[src/rtl/fetch_pkg.sv]
// Shared types and constants for the fetch-side queue.
// The ring entry carries the fetch PC, the returned instruction and a filled flag.
package fetch_pkg;

  localparam int XLEN = 32;
  localparam logic [XLEN-1:0] PC_RESET = 32'h0;

  typedef struct packed {
    logic [XLEN-1:0] pc;
    logic [XLEN-1:0] data;
    logic            filled;
  } fetch_entry_t;

endpackage

[src/rtl/fetch_ring.sv]
// In-order ring of fetch entries with three pointers: head (oldest), fill (oldest
// unfilled) and tail (next allocation). Pointers carry one extra wrap bit.
module fetch_ring
  import fetch_pkg::*;
#(
  parameter int DEPTH = 4,
  parameter int PTR_W = $clog2(DEPTH)
) (
  input  logic            clk,
  input  logic            rst_n,
  input  logic            clear_i,
  input  logic            alloc_i,
  input  logic [XLEN-1:0] alloc_pc_i,
  input  logic            fill_i,
  input  logic [XLEN-1:0] fill_data_i,
  input  logic            pop_i,
  output fetch_entry_t    head_o,
  output logic [PTR_W:0]  occ_o,
  output logic [PTR_W:0]  unf_o
);

  localparam logic [PTR_W:0] PTR_ONE = 1;
  localparam logic [PTR_W:0] PTR_DEPTH = DEPTH;

  fetch_entry_t entry_q [DEPTH];
  fetch_entry_t entry_d [DEPTH];

  logic [PTR_W:0]   head_q, head_d;
  logic [PTR_W:0]   fill_q, fill_d;
  logic [PTR_W:0]   tail_q, tail_d;
  logic [PTR_W-1:0] head_idx, fill_idx, tail_idx;

  assign head_idx = head_q[PTR_W-1:0];
  assign fill_idx = fill_q[PTR_W-1:0];
  assign tail_idx = tail_q[PTR_W-1:0];

  assign occ_o  = tail_q - head_q;
  assign unf_o  = tail_q - fill_q;
  assign head_o = entry_q[head_idx];

  // Allocation, fill and pop never target the same slot: tail is ahead of fill
  // whenever a fill happens, and pop needs a filled head while fill is unfilled.
  always_comb begin
    entry_d = entry_q;
    head_d  = head_q;
    fill_d  = fill_q;
    tail_d  = tail_q;
    if (clear_i) begin
      head_d = '0;
      fill_d = '0;
      tail_d = '0;
      for (int i = 0; i < DEPTH; i++) begin
        entry_d[i].filled = 1'b0;
      end
    end else begin
      if (alloc_i) begin
        entry_d[tail_idx].pc     = alloc_pc_i;
        entry_d[tail_idx].filled = 1'b0;
        tail_d                   = tail_q + PTR_ONE;
      end
      if (fill_i) begin
        entry_d[fill_idx].data   = fill_data_i;
        entry_d[fill_idx].filled = 1'b1;
        fill_d                   = fill_q + PTR_ONE;
      end
      if (pop_i) begin
        entry_d[head_idx].filled = 1'b0;
        head_d                   = head_q + PTR_ONE;
      end
    end
  end

  always_ff @(posedge clk) begin
    if (!rst_n) begin
      head_q <= '0;
      fill_q <= '0;
      tail_q <= '0;
      for (int i = 0; i < DEPTH; i++) begin
        entry_q[i].pc     <= PC_RESET;
        entry_q[i].data   <= '0;
        entry_q[i].filled <= 1'b0;
      end
    end else begin
      head_q  <= head_d;
      fill_q  <= fill_d;
      tail_q  <= tail_d;
      entry_q <= entry_d;
    end
  end

  a_no_alloc_when_full: assert property (@(posedge clk) disable iff (!rst_n)
    (alloc_i && !clear_i) |-> (occ_o < PTR_DEPTH));
  a_no_fill_when_none: assert property (@(posedge clk) disable iff (!rst_n)
    (fill_i && !clear_i) |-> (unf_o != '0));
  a_no_pop_unfilled: assert property (@(posedge clk) disable iff (!rst_n)
    (pop_i && !clear_i) |-> head_o.filled);

endmodule

[src/rtl/fetch_queue.sv]
// Fetch buffer between the PC stage and decode: issues one imem request per PC,
// tracks in-order responses in a ring, and drops stale responses after a redirect.
module fetch_queue
  import fetch_pkg::*;
#(
  parameter int DEPTH = 4
) (
  input  logic            clk,
  input  logic            rst_n,
  input  logic [XLEN-1:0] PC_F,
  input  logic            flush_F,
  output logic            stall_F,
  output logic            imem_req_valid,
  output logic [XLEN-1:0] imem_req_addr,
  input  logic            imem_req_ready,
  input  logic            imem_resp_valid,
  input  logic [XLEN-1:0] imem_resp_data,
  output logic            valid_D,
  output logic [XLEN-1:0] instr_D,
  output logic [XLEN-1:0] PC_D,
  input  logic            ready_D
);

  localparam int PTR_W = $clog2(DEPTH);
  localparam logic [PTR_W+1:0] DEPTH_W = DEPTH;
  localparam logic [PTR_W+1:0] ONE_W   = 1;
  localparam logic [PTR_W:0]   ONE_P   = 1;

  fetch_entry_t     head_entry;
  logic [PTR_W:0]   occ, unf;
  logic [PTR_W:0]   discard_cnt_q, discard_cnt_d;
  logic [PTR_W+1:0] credit_used;
  logic [PTR_W+1:0] owed;
  logic             accept, fill, pop;

  fetch_ring #(
    .DEPTH(DEPTH),
    .PTR_W(PTR_W)
  ) u_ring (
    .clk        (clk),
    .rst_n      (rst_n),
    .clear_i    (flush_F),
    .alloc_i    (accept),
    .alloc_pc_i (PC_F),
    .fill_i     (fill),
    .fill_data_i(imem_resp_data),
    .pop_i      (pop),
    .head_o     (head_entry),
    .occ_o      (occ),
    .unf_o      (unf)
  );

  assign imem_req_addr = PC_F;
  assign valid_D       = head_entry.filled;
  assign instr_D       = head_entry.data;
  assign PC_D          = head_entry.pc;

  // Stale fetches still owe responses, so they consume ring credit until dropped.
  always_comb begin
    credit_used    = {1'b0, occ} + {1'b0, discard_cnt_q};
    imem_req_valid = !flush_F && (credit_used < DEPTH_W);
    accept         = imem_req_valid && imem_req_ready;
    stall_F        = !flush_F && !accept;
    fill           = imem_resp_valid && !flush_F && (discard_cnt_q == '0) && (unf != '0);
    pop            = valid_D && ready_D && !flush_F;
  end

  // On flush every response still owed becomes a discard, minus the one landing now.
  always_comb begin
    owed          = {1'b0, discard_cnt_q} + {1'b0, unf};
    discard_cnt_d = discard_cnt_q;
    if (flush_F) begin
      if (imem_resp_valid && (owed != '0)) begin
        owed = owed - ONE_W;
      end
      discard_cnt_d = owed[PTR_W:0];
    end else if (imem_resp_valid && (discard_cnt_q != '0)) begin
      discard_cnt_d = discard_cnt_q - ONE_P;
    end
  end

  always_ff @(posedge clk) begin
    if (!rst_n) begin
      discard_cnt_q <= '0;
    end else begin
      discard_cnt_q <= discard_cnt_d;
    end
  end

  a_resp_expected: assert property (@(posedge clk) disable iff (!rst_n)
    imem_resp_valid |-> ((discard_cnt_q != '0) || (unf != '0)));
  a_credit_bound: assert property (@(posedge clk) disable iff (!rst_n)
    credit_used <= DEPTH_W);

endmodule

[config.mk]
export PLATFORM = sky130hd
export DESIGN_NAME = fetch_queue
export DESIGN_NICKNAME = d
export VERILOG_FILES = /design/src/rtl/fetch_pkg.sv /design/src/rtl/fetch_ring.sv /design/src/rtl/fetch_queue.sv
export SDC_FILE = /design/constraint.sdc
export NUM_CORES = 1
export LEC_CHECK = 0
export ABC_AREA = 1
export CELL_PAD_IN_SITES_DETAIL_PLACEMENT = 1
export CELL_PAD_IN_SITES_GLOBAL_PLACEMENT = 1
export CORE_MARGIN = 2
export CORE_UTILIZATION = 45
export DETAILED_ROUTE_END_ITERATION = 12
export DONT_BUFFER_PORTS = 1
export PLACE_DENSITY_LB_ADDON = 0.15
export RECOVER_POWER = 100
export SKIP_LAST_GASP = 1
export SLEW_MARGIN = 0
export SYNTH_ARGS = -nofsm -noshare
export SYNTH_HDL_FRONTEND = slang
export SYNTH_SLANG_ARGS = --single-unit
[constraint.sdc]
create_clock -name clk -period 4.2 [get_ports clk]
set_input_delay 0.42 -clock clk [delete_from_list [all_inputs] [get_ports clk]]
set_output_delay 0.42 -clock clk [all_outputs]
set_load 0.02 [all_outputs]
==> flow_metrics.tcl, run 1 <==
set metrics [dict create \
    hold_violations 0 \
    drive_gt1_share_pct 3.27 \
    cp.buffers_inverters 2 \
    r2r_start "u_ring.tail_q[0]" \
    layout_common_cells "nand2_1, nor2_1, dfxtp_1" \
    period_minus_slack_ps 3590 \
    start_util_pct 46.0 \
    ant_nets 0 \
    fp.dieW_um 173 \
    fin_crit_sh_pct 85.4 \
    p_sw_share_pct 23.7 \
    wl_mm 38.8 \
    area_delta_synth_final_pct 10.3 \
    leakage_nw 6.32 \
    layout_commonest_cell "nand2_1" \
    place_area_mm2 0.0126 \
    cts_tree "built" \
    clk_latency_ps 560 \
    p_int_mw 4.16 \
    row_count 61 \
    skew_ps 18.1 \
    endpoint_kind "output port" \
    clk_path_buf_depth 3 \
    crit_slowest_cell "inv_4" \
    grt-ovfl-total 0 \
    drv_cap 0 \
    via_count 12100 \
    routed_via_density 5.23 \
    die_height_um 173 \
    p_comb_share_pct 6.4 \
    ctsResizeCount 0 \
    crit_arrival_ps 3170 \
    cts.sinks 272 \
    synth_cells 1946 \
    slew_viol_final 0 \
    gp_congestion 0.788 \
    vdd_drop_max_mv 0.302 \
    criticalPathCategory "flip-flop to output port" \
    wire_per_inst_um 16.8 \
    cp_top_family "buffers and inverters" \
    min_from "imem_resp_data[8]" \
    slew_headroom_pct 3.94 \
    holdPathStages 2 \
    yosysWarningCount 0 \
    synth_area_mm2 0.0129 \
    antenna_found_initial 1 \
    cp-start-kind "flip-flop" \
    syn_nets 2041 \
    fin_area_mm2 0.0142 \
    grt_first_pass_wirelength_mm 64.2 \
    seq_power_share_pct 48.3 \
    ys_seq_elements 272 \
    htreeDepth 1 \
    clkPwrFrac_pct 45.3 \
    r2r.worst_path.cells 12 \
    yosysUniqueCellTypes 27 \
    grt_pass1_vias 12500 \
    drt_iter0_drc 656 \
    avgSynthCellArea_um2 6.62 \
    grt_usage_pct 25.7 \
    status "finished clean" \
    fin_tns_setup_ps 0 \
    timing.fmax_mhz 279 \
    final_net_count 2007 \
    worst_path_largest_cell_delay_ps 810 \
    die_area_mm2 0.0300 \
    drc 0 \
    crit_chain "inv_4 -> clkbuf_2 -> o21ai_0 -> o22ai_1" \
    dp_hpwl_mm 21.7 \
    grt_setup_unrepaired "false" \
    seq_area_frac_synth_pct 42.3 \
    portBuffers 0 \
    worst_pin_slew_ps 1440 \
    p_sw_mw 1.29 \
    dr.pass1.iters 5 \
    grt_max_degree 116 \
    required_ps 3780 \
    setup_viol 0 \
    critPathMaxFanout 115 \
    hold_class "input pin to flip-flop" \
    coreArea_mm2 0.0280 \
    cts-buffers-inserted 31 \
    cts.clk_slew.worst_paths_ps 60 \
    rrSetupSlack_ps 640 \
    powerDensity_mw_per_mm2 384 \
    pin_count 169 \
    clock_tree.root_cell "clkbuf_16" \
]
## final cells by class
cell class | count | area (um^2)
clock inverters | 1 | 8.76
repair buffers | 89 | 858
clock buffers | 49 | 893
inverters | 166 | 629
well taps | 378 | 473
fillers | 3729 | 13800
diodes | 1 | 2.50
flip-flops and latches | 272 | 5450
multi-input cells | 1352 | 5890
## Yosys cell counts, drive strengths merged
| master | instances | area (um^2) |
|---|---|---|
| inv | 165 | 619 |
| buf | 88 | 617 |
| ha | 22 | 275 |
| or2 | 1 | 6.26 |
| xnor2 | 2 | 17.5 |
| xor2 | 4 | 35.0 |
| and2 | 1 | 6.26 |
| nand4 | 1 | 6.26 |
| clkinv | 1 | 3.75 |
| dfxtp | 272 | 5450 |
| clkbuf | 68 | 255 |
| o22ai | 32 | 200 |
| nand2 | 592 | 2240 |
| o21ai | 106 | 531 |
| a21oi | 239 | 1210 |
| nand3 | 13 | 97.6 |
| fa | 3 | 60.1 |
| o21bai | 1 | 7.51 |
| nor2 | 335 | 1260 |
## kinds of logic after synthesis
family / synth area share, %
AO/OA/AOI/OAI: 15.1
flip-flops: 42.3
buffers and inverters: 11.6
AND/OR/NAND/NOR: 28.0
adder cells (fa/ha/maj): 2.60
XOR/XNOR: 0.408
## worst max-delay path by stage
stage / from / end / slack, ps / depth (start not counted)
after CTS: u_ring.head_q[1] / stall_F / 780 / 11
after global placement: u_ring.head_q[1] / flip-flop / 1030 / 14
final: u_ring.head_q[0] / PC_D[30] / 610 / 4
after global routing: u_ring.tail_q[0] / flip-flop / 300 / 12
after floorplan: u_ring.head_q[1] / flip-flop / 950 / 17
after detailed placement: u_ring.head_q[1] / flip-flop / 920 / 14
## routing by layer
metal	routed length, um	up-vias	global-route usage [%]
met2	18600	201	45.2
met3	1600	53	4.06
met1	18000	5888	33.3
met5	0	-	0
li1	-	5936	-
met4	636	0	5.16
## repair_timing
item | in CTS | in global routing
setup buffers | 0 | 0
hold buffers | 71 | 2
hold endpoints to repair | 218 | 1
## stage by stage
stage          setup WS (ps)  std cells  utilization [%]  total power, mW  hold slack (ps)
2_1_floorplan            952       1946                -             2.96              435
3_3_place_gp            1030       2184             45.1             2.95              447
3_5_place_dp             919       2184             45.1             2.96              454
4_1_cts                  780       2305             50.9             5.51            0.285
5_1_grt                  296       2307             50.7             5.66            0.227
6_report                 613       2308             50.7             5.46             18.3
## power by group through the flow
stage	clock [mW]	combinational [mW]	sequential (mW)
2_1_floorplan	0	0.270	2.69
3_3_place_gp	0	0.259	2.69
3_5_place_dp	0	0.265	2.69
4_1_cts	2.53	0.353	2.64
5_1_grt	2.64	0.387	2.64
6_report	2.47	0.347	2.64
Power figures use the tool's default switching activity.
==> inputs of run 2 (changes only) <==
- clock period: 4.2 -> 4.23 ns (I/O delays scaled with it)
==> flow_metrics.tcl, run 2 (synthesis results as in run 1) <==
set metrics [dict create \
    powerDensity_mw_per_mm2 394 \
    slew_headroom_pct -3.56 \
    wl_mm 39.4 \
    via_count 12000 \
    seq_power_share_pct 46.4 \
    drt_iter0_drc 663 \
    ant_nets 0 \
    finalWorstSetupSlack_ps 458 \
    crit_top_cell "a21oi_1" \
    pin_count 169 \
    coreArea_mm2 0.0280 \
    layout_common_cells "nand2_1, nor2_1, dfxtp_1" \
    drc 0 \
    cts.sinks 272 \
    portBuffers 0 \
    grt_setup_unrepaired "false" \
    skew_ps 7.71 \
    required_ps 3810 \
    p_sw_mw 1.33 \
    htreeDepth 1 \
    holdPathStages 2 \
    rrSetupSlack_ps 670 \
    grt-ovfl-total 0 \
    grt_usage_pct 26.1 \
    fin_crit_sh_pct 89.2 \
    r2r.worst_path.cells 12 \
    final_net_count 2004 \
    p_int_mw 4.32 \
    crit_slowest_cell "inv_4" \
    p_comb_share_pct 6.1 \
    area_delta_synth_final_pct 11.2 \
    crit_chain "buf_4 -> inv_4 -> clkbuf_2 -> a21oi_1 -> a21oi_1" \
    cts-buffers-inserted 31 \
    cts.clk_slew.worst_paths_ps 60 \
    hold_violations 0 \
    worst_pin_slew_ps 1550 \
    crit_arrival_ps 3350 \
    violations "capacitance limit, slew limit" \
    period_minus_slack_ps 3770 \
    cts_tree "built" \
    start_util_pct 46.0 \
    hold_class "input pin to flip-flop" \
    status "finished with violations" \
    n_antenna_cell 0 \
    worst_path_largest_cell_delay_ps 800 \
    p_sw_share_pct 23.5 \
    vdd_drop_max_mv 0.274 \
    dr.pass1.iters 5 \
    place_ws_ps 907 \
    min_from "imem_resp_data[21]" \
    clock_tree.root_cell "clkbuf_16" \
    clk_path_buf_depth 3 \
    criticalPathCategory "flip-flop to output port" \
    fp.dieW_um 173 \
    dp_hpwl_mm 21.9 \
    endpoint_kind "output port" \
    timing.fmax_mhz 265 \
    grt_pass1_vias 12500 \
    leakage_nw 6.39 \
    setup_viol 0 \
    grt_first_pass_wirelength_mm 65.2 \
    drv_cap 2 \
    routed_via_density 5.21 \
    grt_max_degree 101 \
    antenna_found_initial 0 \
    fillCellCount 3677 \
    layout_commonest_cell "nand2_1" \
    die_height_um 173 \
    clkPwrFrac_pct 47.5 \
    critPathMaxFanout 100 \
    wire_per_inst_um 17.1 \
    slew_viol_final 62 \
    ctsResizeCount 0 \
    cp-start-kind "flip-flop" \
    clk_latency_ps 560 \
    drive_gt1_share_pct 4.04 \
    fin_tns_setup_ps 0 \
    die_area_mm2 0.0300 \
    row_count 61 \
    gp_congestion 0.780 \
    r2r_start "u_ring.tail_q[0]" \
]
==> run 2: cell types whose count changed in the layout (fill, tap and decap cells not counted), moves of 2 or more <==
cell           before  now
buf_12              2    4
clkinv_2            1    5
clkbuf_8            5   12
clkbuf_1           15    7
dlygate4sd3_1      73   69
==> run 2: area by class of cell <==
cell class / count / area, um^2 / share of cell area (%)
Timing Repair Buffer: 86 / 857 / 5.98
Sequential cell: 272 / 5450 / 38.0
Clock inverter: 7 / 66.3 / 0.463
Clock buffer: 49 / 963 / 6.72
Inverter: 166 / 629 / 4.39
Multi-Input combinational cell: 1352 / 5900 / 41.1
Tap cell: 378 / 473 / 3.30
==> run 2: repair_timing <==
item                       4_1_cts  5_1_grt
setup buffers                    0        0
setup endpoints to repair        0        0
hold endpoints to repair       184        0
hold buffers                    70        0
==> run 2: per-stage QoR <==
step / utilization, % / total power [mW] / std cells / hold WS, ps / area, um^2
2_1_floorplan: - / 2.94 / 1946 / 435 / 12900
3_3_place_gp: 45.2 / 2.93 / 2184 / 447 / 12700
3_5_place_dp: 45.2 / 2.94 / 2184 / 452 / 12700
4_1_cts: 51.4 / 5.70 / 2310 / 0.146 / 14400
5_1_grt: 51.2 / 5.85 / 2310 / 1.54 / 14300
6_report: 51.2 / 5.65 / 2310 / 10.6 / 14300
==> run 2: how the worst max path moves through the flow <==
stage / startpoint / to / cells past startpoint
detailed placement: u_ring.head_q[1] / flip-flop / 14
finish: u_ring.head_q[0] / instr_D[5] / 5
global placement: u_ring.head_q[1] / flip-flop / 14
CTS: u_ring.head_q[0] / PC_D[0] / 5
floorplan: u_ring.head_q[1] / flip-flop / 17
global route: u_ring.head_q[0] / instr_D[5] / 5
==> run 2: power groups by stage <==
stage	Clock [mW]	Sequential, mW	Combinational, mW
final	2.68	2.62	0.344
after global placement	0	2.67	0.257
after global routing	2.85	2.62	0.384
after floorplan	0	2.67	0.268
after detailed placement	0	2.67	0.266
after CTS	2.74	2.62	0.350
==> run 2: per-layer routing <==
layer | track usage, % | wire length, um
met5 | 0 | 0
met4 | 5.51 | 761
met3 | 4.74 | 1880
met2 | 45.1 | 18700
met1 | 34.1 | 18000
==> run 2: worst max-delay path: cells and delay by family, from the launching register on <==
| family | cells | cell delay, ps |
|---|---|---|
| buffers and inverters | 3 | 1730 |
| DFF | 1 | 320 |
| AOI/OAI and AO/OA | 2 | 700 |
==> RTL edit (settings of run 1) <==
`DEPTH` is set to 4 in 2 places; all go to 8.
--- a/src/rtl/fetch_ring.sv
+++ b/src/rtl/fetch_ring.sv
@@ -5,3 +5,3 @@
 #(
-  parameter int DEPTH = 4,
+  parameter int DEPTH = 8,
   parameter int PTR_W = $clog2(DEPTH)
--- a/src/rtl/fetch_queue.sv
+++ b/src/rtl/fetch_queue.sv
@@ -5,3 +5,3 @@
 #(
-  parameter int DEPTH = 4
+  parameter int DEPTH = 8
 ) (
Function: not settled (the Yosys comparison gave no result); the edit may change what the design does.
==> RTL edit against run 1 <==
Sequential cell count increased by 264. Clock skew decreased by 0.0059 ns. Register-to-register slack got worse by 0.23 ns. Worst setup slack got worse by 0.21 ns. Total power increased by 100%. Die area increased by 90%. Design area increased by 89%. Non-clock buffer count increased by 38. Routed wire length increased by 140%. Synthesized area increased by 93%. Critical path type unchanged. Largest cell class unchanged. Largest power group unchanged.
==> RTL edit: results (changes against run 1) <==
1st-iter DRT viols -> 1754 (+170%)
Antenna violations before repair -> 7 (+6)
Placer Congestion -> 0.817 (+3.7%)
Latest clock arrival within the worst-skew pair -> 0.63 ns (+0.07 ns)
Hold-fix buffer count after cts -> 67 (-5.6%)
Synthesized net count -> 3602 (+76%)
Crit path arrival time -> 3.37 ns (+0.20 ns)
Placed Cells -> 3886 (+78%)
Nets -> 3403 (+70%)
All-layer global routing usage -> 0.311 (+0.0547)
Worst-path fanout max -> 35 (-70%)
# DRC -> 0 (unchanged)
Seq/Total Area, Yosys -> 0.432 (+0.00915)
CTS Buf Count -> 59 (+90%)
Average size of a mapped cell -> 7.08 µm² (+7.0%)
Vias/cell -> 5.97 (+14%)
Finished Layout Cells -> 4064 (+76%)
Placed Area -> 24500 µm² (+94%)
Crit path launch -> u_ring.head_q[2]$_SDFFE_PP0P_
Critical path endpoint -> PC_D[18]
Setup WS pre-CTS -> 0.734 ns (-0.185 ns)
Static Leak -> 0.00917 µW (+45%)
Peak supply drop -> 0.313 mV (+3.5%)
Share of layout cells above drive strength 1 -> 0.0555 (+0.0228)
Pin count of the biggest net entering global routing -> 231 (+99%)
Yosys cell types -> 39 (+44%)
Status -> finished clean
DP HPWL -> 51000 µm (+140%)
Commonest cells post-synth -> nand2_1, a21oi_1, dfxtp_1
Worst r2r path cells -> 14 (+2)
Minimum clock period -> 3.79 ns (+0.208 ns)
First-pass GRT wire length -> 141000 µm (+120%)
R2R Setup Slk -> 0.41 ns (-0.23 ns)
Number of global-route vias before repair -> 24900 (+99%)
==> RTL edit: cell type report <==
type,count,area (µm²)
Timing Repair Buffer,127,1220
Sequential cell,536,10700
Clock inverter,8,82.6
Clock buffer,96,1790
Fill cell,6892,28000
Tap cell,704,881
Antenna cell,7,17.5
Multi-Input combinational cell,2485,11800
Inverter,101,404
==> RTL edit: kinds of logic after synthesis <==
group | Yosys count | synth area share
XOR/XNOR | 13 | 0.00458
AND/OR/NAND/NOR | 1511 | 0.255
buffers and inverters | 488 | 0.0952
adder cells (fa/ha/maj) | 23 | 0.0125
AO/OA/AOI/OAI | 938 | 0.201
flip-flops | 536 | 0.432
==> RTL edit: power breakdown <==
| group | internal (µW) | switching [µW] |
|---|---|---|
| sequential | 5110 | 23.7 |
| clock | 2940 | 2180 |
| combinational | 169 | 551 |
| total | 8220 | 2750 |
==> RTL edit: worst min path at each step <==
stage,from,endpoint,slack [ns],cells past startpoint
3_5_place_dp,flip-flop,flip-flop,0.45,2
6_report,PC_F[18],flip-flop,0.03,2
5_1_grt,PC_F[24],flip-flop,0.04,2
2_1_floorplan,flip-flop,flip-flop,0.43,2
3_3_place_gp,flip-flop,flip-flop,0.44,2
4_1_cts,PC_F[24],flip-flop,0.005,2
==> RTL edit: routing by layer <==
layer  vias to the layer above  track usage  routed length, µm
li1                      11300            -                  -
met1                     12100        0.383              38600
met2                       675        0.545              44500
met3                       207       0.0453               4820
met4                         0        0.126               3200
met5                         -            0                  0
==> RTL edit: worst max-delay path, cell delays in order, from the launching register on <==
cell       delay, ns
dfxtp_1         0.39
nor2_1          0.59
inv_2           0.61
clkbuf_2        0.47
nor2_1          0.17
o21ai_0         0.13
o2111ai_1       0.38
